File: src/rtl/deser16_pkg.sv
// deser16 shared constants and the bit-order helper.
// Build option: DESER_MSB_FIRST_EN selects MSB-first assembly.
package deser16_pkg;

    localparam int WORD_W = 16;
    localparam int CNT_W  = 4;
    localparam logic [CNT_W-1:0] LAST_BIT = 4'd15;

    // Shift one serial bit into the assembly word in build-selected order.
    function automatic logic [WORD_W-1:0] shift_in(
        input logic [WORD_W-1:0] a,
        input logic              b
    );
`ifdef DESER_MSB_FIRST_EN
        return {a[WORD_W-2:0], b};
`else
        return {b, a[WORD_W-1:1]};
`endif
    endfunction

endpackage

File: src/rtl/deser16_bitcnt.sv
// deser16 bit counter: counts accepted bits, wraps 15 -> 0.
// Build option DESER_MSB_FIRST_EN has no effect here.
module deser16_bitcnt
    import deser16_pkg::*;
(
    input  logic             clk,
    input  logic             reset,
    input  logic             inc,
    input  logic             clr,
    output logic [CNT_W-1:0] count,
    output logic             last
);

    logic [CNT_W-1:0] r_cnt;

    // Clear has priority over increment; natural wrap after LAST_BIT.
    always_ff @(posedge clk or posedge reset) begin
        if (reset) begin
            r_cnt <= '0;
        end else if (clr) begin
            r_cnt <= '0;
        end else if (inc) begin
            r_cnt <= r_cnt + 1'b1;
        end
    end

    assign count = r_cnt;
    assign last  = (r_cnt == LAST_BIT);

endmodule

File: src/rtl/deser16.sv
// deser16: 16-bit serial-to-parallel deserializer with handshakes.
// Build option DESER_MSB_FIRST_EN: MSB-first instead of LSB-first.
module deser16
    import deser16_pkg::*;
(
    input  logic              clk,
    input  logic              reset,
    input  logic              sin,
    input  logic              sin_valid,
    output logic              sin_ready,
    input  logic              flush,
    output logic [WORD_W-1:0] dout,
    output logic              dout_valid,
    input  logic              dout_ready,
    output logic [CNT_W-1:0]  bit_cnt
);

    logic [WORD_W-1:0] r_asm;
    logic [WORD_W-1:0] r_dout;
    logic              r_vld;

    logic              w_last;
    logic              w_ready;
    logic              w_acc;
    logic              w_inc;
    logic              w_load;
    logic              w_drain;
    logic [WORD_W-1:0] w_word;

    // Stall only the final bit, and only while the holder cannot drain.
    assign w_drain = r_vld & dout_ready;
    assign w_ready = ~(w_last & r_vld & ~dout_ready);
    assign w_acc   = sin_valid & w_ready;
    assign w_inc   = w_acc & ~flush;
    assign w_load  = w_inc & w_last;
    assign w_word  = shift_in(r_asm, sin);

    deser16_bitcnt u_bitcnt (
        .clk   (clk),
        .reset (reset),
        .inc   (w_inc),
        .clr   (flush),
        .count (bit_cnt),
        .last  (w_last)
    );

    // Assembly register: flush discards, accepted bits shift in.
    always_ff @(posedge clk or posedge reset) begin
        if (reset) begin
            r_asm <= '0;
        end else if (flush) begin
            r_asm <= '0;
        end else if (w_inc) begin
            r_asm <= w_word;
        end
    end

    // Holding register: a new word overrides a same-cycle drain.
    always_ff @(posedge clk or posedge reset) begin
        if (reset) begin
            r_dout <= '0;
            r_vld  <= 1'b0;
        end else if (w_load) begin
            r_dout <= w_word;
            r_vld  <= 1'b1;
        end else if (w_drain) begin
            r_vld  <= 1'b0;
        end
    end

    assign sin_ready  = w_ready;
    assign dout       = r_dout;
    assign dout_valid = r_vld;

endmodule
File: config.mk
export PLATFORM = sky130hd
export DESIGN_NAME = deser16
export DESIGN_NICKNAME = d
export VERILOG_FILES = /design/src/rtl/deser16_pkg.sv /design/src/rtl/deser16_bitcnt.sv /design/src/rtl/deser16.sv
export SDC_FILE = /design/constraint.sdc
export NUM_CORES = 1
export LEC_CHECK = 0
export ABC_CLOCK_PERIOD_IN_PS = 5010
export CAP_MARGIN = 5
export CORE_MARGIN = 2
export CORE_UTILIZATION = 54
export CTS_CLUSTER_SIZE = 25
export DETAILED_ROUTE_END_ITERATION = 16
export PLACE_DENSITY = 0.83
export SKIP_LAST_GASP = 1
export SYNTH_ARGS = -nofsm -noshare
export SYNTH_HDL_FRONTEND = slang
export SYNTH_HIERARCHICAL = 1
export SYNTH_SLANG_ARGS = --single-unit
File: constraint.sdc
create_clock -name clk -period 5.01 [get_ports clk]
set_clock_uncertainty 0.2 [all_clocks]
set_input_delay 1.002 -clock clk [delete_from_list [all_inputs] [get_ports clk]]
set_output_delay 1.002 -clock clk [all_outputs]
set_load 0.1 [all_outputs]
==> qor.yml, run 1 <==
outcome: "completed"
cts.htree.levels: 2
synth_area_mm2: 0.00144
ys_ff_latch: 36
start_kind: "primary input"
pwr-share-clk: 0.413
gr-total-overflow: 0
io_buffer_count: 27
die_x_um: 55.7
hold_viol_final: 0
ios: 28
switching_share: 0.216
tightest_slew_ns: 0.975
drcViolationCount: 0
maxSlewViolCount: 0
ys_types: 21
final-instance-count-excl-fill: 156
utilization: 0.725
seq_area_um2: 901
drt_iter0_markers: 10
r2r_cells: 6
synth_fa_ha_area_frac: 0.00867
ir_worst_vdd_uv: 384
start_util: 0.577
antenna_found_initial: 0
postSynthCellCount: 95
cts-root-buf: "clkbuf_4"
n_antenna_cell: 0
power_frac_comb: 0.055
core.rowCount: 18
fill_cells: 168
cts_made_buffers: 5
cts.repair.resized: 0
leakage_nw: 0.871
routed_wl_mm: 2.63
yosys.area_share.xor_xnor: 0.00607
finalCritPeriodShare: 0.633
syn_avg_cell_area_um2: 15.2
synth_edf_count: 0
clock_latency_ns: 0.34
first_pass_iters: 4
dieHeight_um: 55.7
yosysSeqAreaShare: 0.624
finalSetupTns_ns: 0
synth.area.top_cells: "dfrtp_1 62%, mux2_4 11%, a22o_1 9.1%"
cts.path.max_buffers: 2
synthMuxAreaShare: 0.168
area_growth_pct: 25.7
cp.arrival_ns: 1.97
setup_viol: 0
path_max_fanout: 3
grt_setup_unrepaired: "false"
hold_depth: 1
wire_per_inst_um: 16.9
post_cts_buffers: 0
cts_hold_buf: 0
synth_compound_area_frac: 0.108
switchingPower_mw: 0.119
numPlacedInstances: 148
drive_above_1_share: 0.230
die_area_mm2: 0.00310
end_kind: "output port"
power_density_mw_per_mm2: 305
yosysMostFrequentCell: "dfrtp_1"
ys_top_cells_by_count: "36 x dfrtp_1, 15 x a22o_1, 11 x mux2_4, 6 x mux2_2"
grt_pass1_wl_mm: 4.40
synth_top_cell_area_share: 0.624
synth_top_family_by_area: "multiplexers"
synthSimpleGateAreaFrac: 0.0538
cts_tree: "done"
async_flop_share: 1.00
worstSetupPathType: "in -> out"
grt_pass1_vias: 874
synth_top_area_cell: "dfrtp_1"
multi_input_area_um2: 497
cp.required_ns: 3.81
path_clk_slew_ns: 0.11
max_slew_margin: 0.348
grt_usage: 0.190
max_freq_mhz: 315
avgViaCountPerCell: 5.62
cts.sinks: 36
hp-class: "reg -> reg"
internal_power_mw: 0.434
synth_ff_type: "dfrtp_1"
yosys_warnings: 6
num_vias: 876
grt_start_max_net_pins: 33
power.share.sequential: 0.532
place_hpwl_mm: 1.70
max-cap-violations: 0
fin_crit_ns: 3.17
antenna_left: 0
coreArea_mm2: 0.00250
fin_nets: 132
syn_nets: 102
place_congestion: 0.690
==> cell families after synthesis <==
family / Yosys count
buf+inv: 7
xor+xnor: 1
flops: 36
simple gates: 14
fa+ha+maj: 1
mux: 18
compound gates: 18
==> cell type report <==
type	instances	area share
Clock inverter	1	0.0166
Clock buffer	7	0.0359
Sequential cell	36	0.497
Multi-Input combinational cell	52	0.274
Tap cell	30	0.0207
Inverter	2	0.00414
Timing Repair Buffer	28	0.152
==> sequential cells by signal, summed over array words and instances, names as in the netlist <==
| register | cells |
|---|---|
| dout | 16 |
| dout_valid | 1 |
| r_asm | 15 |
| u_bitcnt/count | 4 |
==> through the flow <==
stage / setup slack, ns / instance area [um^2] / total power, mW / hold WS [ns]
after floorplan: 1.22 / 1440 / 0.320 / 0.273
after global placement: 1.79 / 1720 / 0.329 / 0.291
after detailed placement: 1.69 / 1720 / 0.330 / 0.298
after CTS: 1.84 / 1810 / 0.557 / 0.326
after global routing: 1.80 / 1810 / 0.576 / 0.340
final: 1.84 / 1810 / 0.553 / 0.320
==> path summary, 6_finish.rpt <==
| kind | endpoint | startpoint | slack (ns) |
|---|---|---|---|
| min in group asynchronous | u_bitcnt/count[3]$_DFFE_PP0P_ | reset | 0.66 |
| hold reg to reg | dout[12]$_DFFE_PP0P_ | dout[12]$_DFFE_PP0P_ | 0.32 |
| setup reg to reg | u_bitcnt/count[3]$_DFFE_PP0P_ | u_bitcnt/count[0]$_DFFE_PP0P_ | 2.43 |
| setup / recovery | sin_ready | dout_ready | 1.84 |
| hold / removal | dout[12]$_DFFE_PP0P_ | dout[12]$_DFFE_PP0P_ | 0.32 |
| max in group asynchronous | dout[11]$_DFFE_PP0P_ | reset | 3.48 |
==> per-layer routing <==
layer / global-route usage / part of all wire
met1: 0.265 / 0.47
met5: 0 / 0
met4: 0.0627 / 0.016
met3: 0.0767 / 0.055
met2: 0.270 / 0.46
==> cells in the final DEF, fill, tap and decap left out <==
cell type        synthesis  layout
dfrtp_1                 36      36
a21oi_1                  1       1
a22o_1                  15      15
inv_1                    2       2
a21bo_2                  1       1
nor2b_1                  2       2
ha_1                     1       1
nand2_1                  2       2
xnor2_1                  1       1
and2_1                   1       1
mux2i_1                  1       1
nand3b_1                 2       2
clkbuf_4                 0       5
nand4_1                  1       1
and3_1                   2       2
a21oi_2                  1       1
mux2_4                  11      11
nand2b_1                 1       1
bufinv_16                0       1
mux2_2                   6       6
clkbuf_8                 0       2
buf_4                    0       2
clkdlybuf4s50_1          0      26
nor2_1                   3       3
==> worst max-delay path, cell delays in order <==
cell,delay (ns)
clkdlybuf4s50_1,0.48
nand3b_1,0.17
buf_4,0.31
==> power by group through the flow <==
stage                     clock network (mW)  registers (mW)  logic (mW)
after floorplan                            0           0.307      0.0127
after global placement                     0           0.300      0.0294
after detailed placement                   0           0.300      0.0304
after CTS                              0.232           0.294      0.0305
after global routing                   0.248           0.295      0.0330
final                                  0.228           0.294      0.0302
(Power assumes the default switching activity.)
==> inputs of run 2 (changes only) <==
ABC_CLOCK_PERIOD_IN_PS = 2900   (was 5010)
CORE_UTILIZATION = 45   (was 54)
PLACE_DENSITY = 0.74   (was 0.83)
clock period = 2.9 ns   (was 5.01 ns; I/O delays follow)
==> qor.yml, run 2 (same netlist as run 1, synthesis figures left out) <==
outcome: "completed"
final-instance-count-excl-fill: 173  # +11%
grt_usage: 0.155  # -0.0346
maxSlewViolCount: 0  # unchanged
coreArea_mm2: 0.00305  # +22%
core.rowCount: 20  # +2
fin_crit_ns: 2.35
die_x_um: 60.6  # +8.9%
io_buffer_count: 27  # unchanged
max_freq_mhz: 426
first_pass_iters: 4  # unchanged
path_max_fanout: 4  # +1
end_kind: "output port"
totalPowerFinal_mw: 0.806  # +46%
layout_commonest_cell: "dfrtp_1"
internal_power_mw: 0.613  # +41%
antenna_left: 0  # unchanged
max_slew_margin: 0.739  # +0.391
clock_latency_ns: 0.33  # about the same
antenna_found_initial: 0  # unchanged
use_met2: 0.227  # -0.0431
cp.arrival_ns: 1.57  # -0.40 ns
multi_input_area_um2: 514  # +3.5%
seq_area_um2: 912  # +1.3%
path_clk_slew_ns: 0.10  # about the same
largest_reg_flops: 16  # unchanged
start_kind: "flop"
r2r_slack_ns: 0.76  # -1.67 ns
cts_hold_buf: 0  # unchanged
pwr-share-clk: 0.300  # -0.113
area_growth_pct: 24.8
die_area_mm2: 0.00367  # +19%
fill_cells: 263  # +57%
cts_tree: "done"
start_util: 0.473  # -0.105
use_met3: 0.0405  # -0.0362
gr-total-overflow: 0  # unchanged
power.share.sequential: 0.633  # +0.101
hp-class: "in -> async"
grt_pass1_vias: 864  # -1.1%
grt_setup_unrepaired: "false"
power_frac_comb: 0.068  # +0.013
cts.sinks: 36  # unchanged
routed_wl_mm: 2.34  # -11%
cp.required_ns: 2.12  # -1.69 ns
n_antenna_cell: 0  # unchanged
final_cell_mix: "31 x dfrtp_1, 26 x buf_4, 15 x a22o_1"
post_cts_buffers: 0  # unchanged
tightest_slew_ns: 0.392  # -0.583 ns
cts_made_buffers: 5  # unchanged
drcViolationCount: 0  # unchanged
grt_start_max_net_pins: 33  # unchanged
switching_share: 0.240  # +0.0240
cts.repair.resized: 0  # unchanged
top_usage_layer: "met2"
max-cap-violations: 0  # unchanged
drive_above_1_share: 0.457  # +0.227
finalCritPeriodShare: 0.810
numPlacedInstances: 166  # +12%
drt_iter0_markers: 23  # +13
cts.htree.levels: 2  # unchanged
cts-root-buf: "clkbuf_4"
avgViaCountPerCell: 5.00  # -11%
wire_per_inst_um: 13.5  # -20%
cts.path.max_buffers: 2  # unchanged
place_hpwl_mm: 1.63  # -4.2%
ir_worst_vdd_uv: 278  # -28%
use_met1: 0.208  # -0.0567
worstSetupPathType: "reg -> out"
dieHeight_um: 60.6  # +8.9%
ios: 28  # unchanged
grt_pass1_wl_mm: 4.02  # -8.5%
finalSetupTns_ns: 0  # unchanged
num_vias: 865  # -1.3%
setup_viol: 0  # unchanged
fin_nets: 136  # +3.0%
switchingPower_mw: 0.193  # +62%
place_congestion: 0.725  # +5.0%
leakage_nw: 0.905  # +3.9%
hold_viol_final: 0  # unchanged
power_density_mw_per_mm2: 448  # +47%
-- run 2: cell types whose count changed in the layout (fill, tap and decap cells not counted), moves of 2 or more --
cell	delta
dfrtp_4	+2
buf_4	+24
clkbuf_8	-2
dfrtp_1	-5
dfrtp_2	+3
clkdlybuf4s50_1	-21
-- run 2: metal layers --
layer / vias to the layer above / wire (um)
li1: 407 / -
met1: 429 / 1100
met2: 27 / 1100
met3: 2 / 118
met4: 0 / 15
met5: - / 0
-- run 2: area by class of cell --
class,instances,area share
multi-input cells,52,0.286
repair buffers,32,0.147
clock inverters,1,0.00278
well taps,44,0.0306
inverters,2,0.00417
flip-flops and latches,36,0.507
clock buffers,6,0.0229
-- run 2: critical path, cell delays in order, from the launching register on --
cell,delay [ns]
dfrtp_4,0.52
ha_4,0.18
and3_4,0.17
nand3b_1,0.17
buf_12,0.20
-- run 2: through the flow --
stage	util	hold slack [ns]	worst slack, ns	instance area, um^2
2_1_floorplan	-	0.146	-0.292	1490
3_3_place_gp	0.575	0.290	0.479	1750
3_5_place_dp	0.575	0.301	0.420	1750
4_1_cts	0.590	0.243	0.521	1800
5_1_grt	0.590	0.272	0.490	1800
6_report	0.590	0.254	0.550	1800
-- run 2: power by group through the flow --
stage,clock [mW],sequential (mW),combinational (mW)
2_1_floorplan,0,0.533,0.0255
3_3_place_gp,0,0.520,0.0544
3_5_place_dp,0,0.520,0.0555
4_1_cts,0.252,0.510,0.0556
5_1_grt,0.277,0.511,0.0601
6_report,0.242,0.510,0.0545
-- run 2: final timing paths --
| path | end | depth (start not counted) | from |
|---|---|---|---|
| worst max-delay path | sin_ready | 4 | u_bitcnt/count[1]$_DFFE_PP0P_ |
| worst min-delay path | u_bitcnt/count[1]$_DFFE_PP0P_ | 2 | reset |
| worst max register to register | u_bitcnt/count[3]$_DFFE_PP0P_ | 6 | u_bitcnt/count[1]$_DFFE_PP0P_ |
| worst min register to register | dout[10]$_DFFE_PP0P_ | 1 | dout[10]$_DFFE_PP0P_ |
| max in group asynchronous | dout_valid$_DFFE_PP0P_ | 3 | reset |
| min in group clk | dout[10]$_DFFE_PP0P_ | 1 | dout[10]$_DFFE_PP0P_ |
==> inputs of run 3 (changes only) <==
ABC_CLOCK_PERIOD_IN_PS = 2200   (was 2900)
CORE_UTILIZATION = 50   (was 45)
PLACE_DENSITY = 0.77   (was 0.74)
clock period = 2.2 ns   (was 2.9 ns; I/O delays follow)
==> qor.yml, run 3 (same netlist as run 1, synthesis figures left out) <==
cts_made_buffers: 5  # unchanged
hold_viol_final: 0  # unchanged
start_kind: "flop"
cp.arrival_ns: 1.61  # +0.04 ns
slowest_delay_ns: 0.51  # about the same
cts.path.max_buffers: 2  # unchanged
drive_above_1_share: 0.489  # +0.0315
max_slew_margin: 0.572  # -0.167
first_pass_iters: 4  # unchanged
cts.sinks: 36  # unchanged
numPlacedInstances: 154  # -7.2%
fin_nets: 141  # +3.7%
place_hpwl_mm: 1.85  # +14%
core.rowCount: 19  # -5.0%
leakage_nw: 0.949  # +4.9%
grt_start_max_net_pins: 33  # unchanged
place_congestion: 0.685  # -5.5%
end_kind: "output port"
cp_slowest_cell: "dfrtp_4"
drt_iter0_markers: 13  # -43%
tightest_slew_ns: 0.641  # +0.250 ns
finalSetupTns_ns: -0.0499  # -0.0499 ns
cts_tree: "done"
r2r_cells: 5  # -1
worstSetupPathType: "reg -> out"
layout_commonest_cell: "dfrtp_1"
layout_setup_ws_ns: -0.0499  # -0.600 ns
grt_usage: 0.187  # +0.0312
routed_wl_mm: 2.68  # +15%
path_max_fanout: 3  # -1
grt_setup_unrepaired: "true"
clock_latency_ns: 0.34  # about the same
n_antenna_cell: 0  # unchanged
die_x_um: 57.7  # -4.8%
dieHeight_um: 57.7  # -4.8%
cp.required_ns: 1.56  # -0.56 ns
wire_per_inst_um: 16.2  # +19%
antenna_left: 0  # unchanged
path_depth: 5  # +1
totalPowerFinal_mw: 1.12  # +39%
violations: "negative setup slack"
path_cells: "ha_4, and3_4, nand3b_1, buf_4, buf_12"
grt_pass1_vias: 965  # +12%
fin_crit_ns: 2.25
area_growth_pct: 29.9
antenna_found_initial: 0  # unchanged
largest_reg_flops: 16  # unchanged
cts-root-buf: "clkbuf_4"
start_util: 0.523  # +0.0506
final-instance-count-excl-fill: 166  # -4.0%
cts.htree.levels: 2  # unchanged
drcViolationCount: 0  # unchanged
max_freq_mhz: 444
crit_buf_inv: 2  # +1
cp_top_family: "flip-flops"
fill_cells: 217  # -17%
num_vias: 917  # +6.0%
power_density_mw_per_mm2: 600  # +34%
max-cap-violations: 0  # unchanged
die_area_mm2: 0.00333  # -9.4%
io_buffer_count: 27  # unchanged
hp-class: "in -> async"
path_clk_slew_ns: 0.10  # about the same
ir_worst_vdd_uv: 650  # +130%
grt_pass1_wl_mm: 4.53  # +13%
ios: 28  # unchanged
avgViaCountPerCell: 5.52  # +10%
outcome: "complete, but fails checks"
maxSlewViolCount: 0  # unchanged
gr-total-overflow: 0  # unchanged
final_cell_mix: "31 x dfrtp_1, 28 x buf_4, 15 x a22o_1"
coreArea_mm2: 0.00276  # -9.7%
finalCritPeriodShare: 1.02
setup_viol: 1  # +1
[run 3: layout make-up]
cell class / instances / area, um^2 / area share
multi-input cells: 52 / 514 / 0.274
clock buffers: 6 / 51.3 / 0.0274
flip-flops and latches: 36 / 912 / 0.487
well taps: 31 / 38.8 / 0.0207
inverters: 2 / 7.51 / 0.00401
clock inverters: 2 / 10.0 / 0.00534
repair buffers: 37 / 340 / 0.182
[run 3: per-stage QoR]
step | util | cell area [um^2] | setup WS (ns) | hold slack, ns
after floorplan | - | 1490 | -0.992 | 0.00601
after global placement | 0.647 | 1780 | 0.0429 | 0.288
after detailed placement | 0.647 | 1780 | -0.0327 | 0.303
after CTS | 0.680 | 1870 | -0.0644 | 0.110
after global routing | 0.680 | 1870 | -0.125 | 0.100
final | 0.680 | 1870 | -0.0499 | 0.0993
[run 3: path summary, 6_finish.rpt]
check	slack [ns]	end	start
max in group asynchronous	1.19	dout_valid$_DFFE_PP0P_	reset
min	0.1	u_bitcnt/count[1]$_DFFE_PP0P_	reset
min in group clk	0.33	dout[11]$_DFFE_PP0P_	dout[11]$_DFFE_PP0P_
min reg2reg	0.33	dout[11]$_DFFE_PP0P_	dout[11]$_DFFE_PP0P_
max reg2reg	0.24	r_asm[12]$_DFFE_PP0P_	u_bitcnt/count[1]$_DFFE_PP0P_
max	-0.05	sin_ready	u_bitcnt/count[0]$_DFFE_PP0P_
[run 3: worst register-to-register path, stage by stage, from the launching register on]
cell and delay, ns:
dfrtp_4 0.44, ha_4 0.14, and3_4 0.18, nand3b_1 0.13, a21oi_2 0.56, a22o_1 0.26
[run 3: power breakdown]
part,internal [mW],switching (mW)
Clock,0.152,0.217
Combinational,0.0325,0.0520
Sequential,0.667,0.00439
Total,0.852,0.273
[run 3: timing repair]
item,in CTS,in global routing
pin swaps,1,1
resized for setup,0,0
setup buffers,4,0
hold buffers,0,0
setup endpoints to repair,1,1
[run 3: metal layers]
metal	routed length (um)	vias to the layer above	part of all wire	global-route usage
li1	-	419	-	-
met1	1140	465	0.42	0.225
met2	1340	27	0.50	0.308
met3	154	6	0.057	0.0737
met4	53	0	0.020	0.0598
met5	0	-	0	0
